<file path="src/rtl/vx_tcu_bhf_fp8mul_ctrl.sv">
// Time-multiplexes a block of FP8 operand pairs over a small set of external
// multiplier lanes and buffers the recoded products for the BHF accumulate stage.
module vx_tcu_bhf_fp8mul_ctrl #(
    parameter int NUM_ELEMS = 8,
    parameter int NUM_LANES = 2,
    parameter int REC_WIDTH = 17
) (
    input  logic                           clk,
    input  logic                           reset,
    input  logic                           in_valid,
    output logic                           in_ready,
    input  logic [NUM_ELEMS*8-1:0]         in_a,
    input  logic [NUM_ELEMS*8-1:0]         in_b,
    output logic                           mul_en,
    output logic [NUM_LANES*8-1:0]         mul_a,
    output logic [NUM_LANES*8-1:0]         mul_b,
    input  logic [NUM_LANES*REC_WIDTH-1:0] mul_y,
    output logic                           out_valid,
    input  logic                           out_ready,
    output logic [NUM_ELEMS*REC_WIDTH-1:0] out_prod,
    output logic                           busy
);

    localparam int PASSES = NUM_ELEMS / NUM_LANES;
    localparam int CNT_W  = (PASSES > 1) ? $clog2(PASSES) : 1;
    localparam int IDX_W  = (NUM_ELEMS > 1) ? $clog2(NUM_ELEMS) : 1;
    localparam logic [CNT_W-1:0] LAST_CNT = CNT_W'(PASSES - 1);

    typedef enum logic [1:0] {
        IDLE  = 2'd0,
        ISSUE = 2'd1,
        DONE  = 2'd2
    } state_t;

    state_t                 state_q, state_d;
    logic [CNT_W-1:0]       cnt_q, cnt_d;
    logic [7:0]             a_q    [NUM_ELEMS];
    logic [7:0]             a_d    [NUM_ELEMS];
    logic [7:0]             b_q    [NUM_ELEMS];
    logic [7:0]             b_d    [NUM_ELEMS];
    logic [REC_WIDTH-1:0]   prod_q [NUM_ELEMS];
    logic [REC_WIDTH-1:0]   prod_d [NUM_ELEMS];
    logic [IDX_W-1:0]       lane_idx [NUM_LANES];
    logic                   accept;

    // Lane gi of pass cnt handles element cnt*NUM_LANES + gi.
    genvar gi;
    generate
        for (gi = 0; gi < NUM_LANES; gi++) begin : g_lane
            assign lane_idx[gi]       = IDX_W'(int'(cnt_q) * NUM_LANES + gi);
            assign mul_a[gi*8 +: 8]   = mul_en ? a_q[lane_idx[gi]] : 8'd0;
            assign mul_b[gi*8 +: 8]   = mul_en ? b_q[lane_idx[gi]] : 8'd0;
        end
        for (gi = 0; gi < NUM_ELEMS; gi++) begin : g_out
            assign out_prod[gi*REC_WIDTH +: REC_WIDTH] = prod_q[gi];
        end
    endgenerate

    assign busy = (state_q != IDLE);

    always_comb begin
        state_d   = state_q;
        cnt_d     = cnt_q;
        a_d       = a_q;
        b_d       = b_q;
        prod_d    = prod_q;
        in_ready  = 1'b0;
        mul_en    = 1'b0;
        out_valid = 1'b0;
        accept    = 1'b0;

        case (state_q)
            IDLE: begin
                in_ready = 1'b1;
                accept   = in_valid;
            end
            ISSUE: begin
                mul_en = 1'b1;
                for (int l = 0; l < NUM_LANES; l++) begin
                    prod_d[lane_idx[l]] = mul_y[l*REC_WIDTH +: REC_WIDTH];
                end
                if (cnt_q == LAST_CNT) begin
                    state_d = DONE;
                end else begin
                    cnt_d = cnt_q + 1'b1;
                end
            end
            DONE: begin
                out_valid = 1'b1;
                // Only a completed handshake frees the buffer for the next block.
                if (out_ready) begin
                    in_ready = in_valid;
                    accept   = in_valid;
                    if (!in_valid) begin
                        state_d = IDLE;
                    end
                end
            end
            default: state_d = IDLE;
        endcase

        if (accept) begin
            state_d = ISSUE;
            cnt_d   = '0;
            for (int e = 0; e < NUM_ELEMS; e++) begin
                a_d[e] = in_a[e*8 +: 8];
                b_d[e] = in_b[e*8 +: 8];
            end
        end
    end

    always_ff @(posedge clk) begin
        if (reset) begin
            state_q <= IDLE;
            cnt_q   <= '0;
            a_q     <= '{default: '0};
            b_q     <= '{default: '0};
            prod_q  <= '{default: '0};
        end else begin
            state_q <= state_d;
            cnt_q   <= cnt_d;
            a_q     <= a_d;
            b_q     <= b_d;
            prod_q  <= prod_d;
        end
    end

endmodule
</file>
<file path="config.mk">
export PLATFORM = sky130hd
export DESIGN_NAME = vx_tcu_bhf_fp8mul_ctrl
export DESIGN_NICKNAME = d
export VERILOG_FILES = /design/src/rtl/vx_tcu_bhf_fp8mul_ctrl.sv
export SDC_FILE = /design/constraint.sdc
export NUM_CORES = 1
export LEC_CHECK = 0
export BUFFER_PORTS_ARGS = -buffer_cell sky130_fd_sc_hd__clkbuf_2
export CAP_MARGIN = 0
export CORE_ASPECT_RATIO = 1.75
export CORE_UTILIZATION = 50
export CTS_CLUSTER_SIZE = 30
export DETAILED_ROUTE_END_ITERATION = 10
export MAX_ROUTING_LAYER = met4
export PLACE_DENSITY_LB_ADDON = 0.2
export SYNTH_ARGS = -nofsm -noshare
export SYNTH_HDL_FRONTEND = slang
export SYNTH_SLANG_ARGS = --single-unit
export TNS_END_PERCENT = 10
</file>
<file path="constraint.sdc">
create_clock -name clk -period 4.8 [get_ports clk]
set_clock_uncertainty 0.15 [all_clocks]
set_input_delay 0.96 -clock clk [delete_from_list [all_inputs] [get_ports clk]]
set_output_delay 0.96 -clock clk [all_outputs]
set_load 0.01 [all_outputs]
</file>
# == Word level (Yosys, flattened, before mapping) ==
# Index checks and enable logic that the tools add are counted.
# totals
ff_bits,268
elab_cells,87
# op_classes
add_sub_neg,2
order_cmp,4
eq_ne,10
n_mux,32
n_bitwise,4
n_reduce_logical,8
# ops
operator,n
136-bit bitwise mux,2
17-bit demux with 3-bit select,2
8-bit binary-select mux with 3-bit select,4
8-bit two-way mux,12
17-bit two-way mux,2
3-bit inequality test (second input constant),3
4-bit >= comparator (second input constant),2
4-bit by 1-bit less-than comparator with 1-bit output (second input constant),2
2-bit inequality test (second input constant),4
3-bit NOT with 4-bit output,2
4-bit AND reduction,2
2-bit two-way mux,3
2-bit case mux with 3 select lines,1
2-bit equality test (second input constant),2
1-bit two-way mux,4
1-bit case mux with 2 select lines,2
3-bit by 1-bit adder with 3-bit output (second input constant),1
2-bit by 1-bit adder with 2-bit output (second input constant),1
2-bit by 1-bit equality test with 1-bit output (second input constant),1
1-bit logical AND,2
2-bit zero test,1
1-bit NOT,2
2-bit AND reduction,1
2-bit nonzero test,1
2-bit OR reduction,1

# == Depth between registers and ports, before layout ==
# depth
ltp_word,7
ltp_mapped,9
mapped_depth_nobuf,5

# == Worst setup path before layout ==
# OpenSTA, ideal clock, no wires.
# synth_timing
path_type,input port to output port
start,in out_ready
end,out in_ready
arrival_ns,1.752
path_slack_ns,1.938
cell_stages,4
path_buffers,2
path_cell_list,and2b_1 -> buf_4 -> buf_2 -> o21ai_0
# synth_via
elab_chain_cells,2
# synth_lines
item,line_no,text
from (decl),19,"input logic out_ready,"
1-bit two-way mux,91,if (out_ready) begin
1-bit case mux with 2 select lines,72,case (state_q)
to (decl),11,"output logic in_ready,"
# No other way between the ends.

# == Worst setup path in the final report ==
# layout_timing
start,reg cnt_q[0]
end,out mul_b[14]
# layout_via
elab_chain_cells,6
# layout_lines
item,line_no,text
from (decl),36,"logic [CNT_W-1:0] cnt_q, cnt_d;"
from (signal assigned),121,cnt_q <= cnt_d;
3-bit by 1-bit adder with 3-bit output,50,assign lane_idx[gi] = IDX_W'(int'(cnt_q) * NUM_LANES + gi);
3-bit NOT with 4-bit output (implied by the code),52,assign mul_b[gi*8 +: 8] = mul_en ? b_q[lane_idx[gi]] : 8'd0;
8-bit binary-select mux with 3-bit select,52,
8-bit two-way mux (implied by the code) (2 in a row),52,
8-bit two-way mux,52,
to (decl),16,"output logic [NUM_LANES*8-1:0] mul_b,"
# No other way between the ends. The select of a mux whose other input is x is not followed.

==> out/metrics.cfg <==
[global_routing]
top_usage_layer=met2
grt_max_degree=145
grt_use_met2_pct=50.3
grtUsageTotal_pct=29.2
use_met1_pct=32.3
grt_overflow=0
use_met3_pct=4.70
first_global_vias=9654
antenna_found_initial=7
grt_pass1_wl_um=50200

[sta]
finalSetupTns_ns=0
fmax_ghz=0.275
rsz0062_at_grt=false
fin_ws_ns=1.16
period_share_pct=75.7
hold_viol_final=0
fin_crit_ns=3.64
setup_viol_count_final=0
worst_pin_slew_ns=1.12
slew_viol_final=0
relSlewSlack_pct=25.5

[logic_synthesis]
yosys_warnings=0
syn_area_mm2=0.0108
synth-simple-area-share_pct=18.8
synth_top_area_cell=dfxtp_1
synth_compound_area_share_pct=18.3
synth_fp_nets=1454
synth.area.mux_share_pct=6.76
synthAdderAreaFrac_pct=0.463
synthFlopType=dfxtp_1
yosys.area.top_type_share_pct=49.6
ys_seq_area_share_pct=49.6
synth_edf_count=0
synthCells=1284
synth-xor-area-share_pct=0.0810
synth_top_family_by_area=simple AND/OR/NAND/NOR gates
synth_cell_types=27
synthArstFlopShare_pct=0
synth_area_leaders=dfxtp_1 50%, a21oi_1 12%, nand2_1 9.4%, mux4_2 6.7%, o21ai_0 6.0%
syn_avg_cell_area_um2=8.42
synth.ff_latch_count=268

[clock_tree]
cts_htree_levels=1
post_cts_resized=0
clk_latency_ns=0.52
cts_tree=done
clock-root-buffer=clkbuf_16
cts_setup_buffers=0
path_clk_slew_ns=0.07
cts_buffers=25
clockBufferDepth=3
postCtsHoldBufs=0
clock_sink_count=268

[die]
io_pins=338
fp.dieArea_mm2=0.0222
dieWidth_um=113
row_count=70
die_h_um=197
core_area_mm2=0.0210
initial_utilization_pct=51.4

[cells_and_area]
syn2layout_area_growth_pct=22.2
layout.cells.non_filler=1811
drive_above_1_share_pct=28.1
most-common-layout-cells=336 x clkbuf_2, 272 x nand2_1, 266 x dfxtp_1
multi_input_area_mm2=0.00482
num-nets-final=1704
final_util_pct=62.9
seq_area_mm2=0.00537
nFillCells=1889
final_common_cell=clkbuf_2

[critical_path]
crit_path_start_kind=flop
path_class=reg2out
worst-path-max-fanout=22
cp-end-kind=output pin
crit_arrival_ns=2.53
worstPathRequired_ns=3.69
ff2ff_path_depth=4

[route]
vias=10198
wirelength_um=32300
initialDrtViolationCount=770
vias_per_cell=5.63
wl_per_cell_um=17.9
ant_nets=0
drc_errors=0
drtPass1Iterations=7

[run]
maxCapViolations=0

[placed_design]
place_inst=1759
dp_slack_ns=1.67
dpl.hpwl_um=21000
gp_congestion=0.871
portBuffers=337

[status]
status=completed

[worst_hold_path]
hp-class=reg2reg
hold_depth=2

[power]
power_leakage_uw=0.00529
p_per_area_mw_per_mm2=374
max-vdd-ir-drop_mv=0.321
total_power_uw=4940

-- registers in the layout, indices dropped and copies added, names as in the netlist --
signal    flops
cnt_q         2
a_q          64
state_q       2
out_prod    136
b_q          64
-- critical path, cell delays in order, from the launching register on --
cell	delay, ns
dfxtp_2	0.81
buf_4	0.35
mux4_2	0.52
nor2b_1	0.14
clkbuf_2	0.16
-- worst paths after layout --
check	start	end	slack, ns
max	cnt_q[0]	mul_b[14]	1.16
min	out_prod[127]	out_prod[127]	0.30
max reg2reg	cnt_q[1]	out_prod[103]	1.98
min reg2reg	out_prod[127]	out_prod[127]	0.30
-- area by class of cell --
class | instances | share of cell area, %
Sequential cell | 268 | 40.6
Tap cell | 252 | 2.39
Timing Repair Buffer | 350 | 13.8
Antenna cell | 7 | 0.133
Multi-Input combinational cell | 886 | 36.5
Clock inverter | 11 | 1.23
Inverter | 3 | 0.0852
Clock buffer | 34 | 5.29
-- per-stage QoR --
stage / hold WS [ns] / cell area (µm²)
floorplan: 0.301 / 10800
global placement: 0.291 / 12300
detailed placement: 0.295 / 12300
CTS: 0.304 / 13200
global route: 0.319 / 13200
finish: 0.302 / 13200
-- synthesized netlist by cell type, types with 4 or more instances --
cell type,count
nand2_1,272
a21oi_1,265
nand3_1,128
nand3b_2,4
dfxtp_1,268
clkbuf_1,48
mux4_2,32
buf_2,48
o21ai_0,129
ha_1,4
buf_6,7
and3b_1,4
clkbuf_2,17
buf_4,7
nor2b_1,34
-- cells by family (layout without fill, tap and decap cells) --
family / count (synthesis) / in the layout
simple gates: 453 / 453
compound gates: 395 / 395
flops: 268 / 268
buf+inv: 130 / 398
mux: 33 / 33
fa+ha+maj: 4 / 4
xor+xnor: 1 / 1
other cells: 0 / 7
-- power breakdown --
part,internal [µW],total [µW],switching [µW]
sequential,2320,2380,60.8
clock,1240,2090,855
combinational,198,465,267
-- routing by layer --
metal / wire length (µm) / up-vias
li1: - / 4924
met1: 12100 / 4768
met2: 16700 / 427
met3: 2240 / 79
met4: 1390 / 0
met5: 0 / -
No activity file was read; power rests on OpenSTA's default activity.
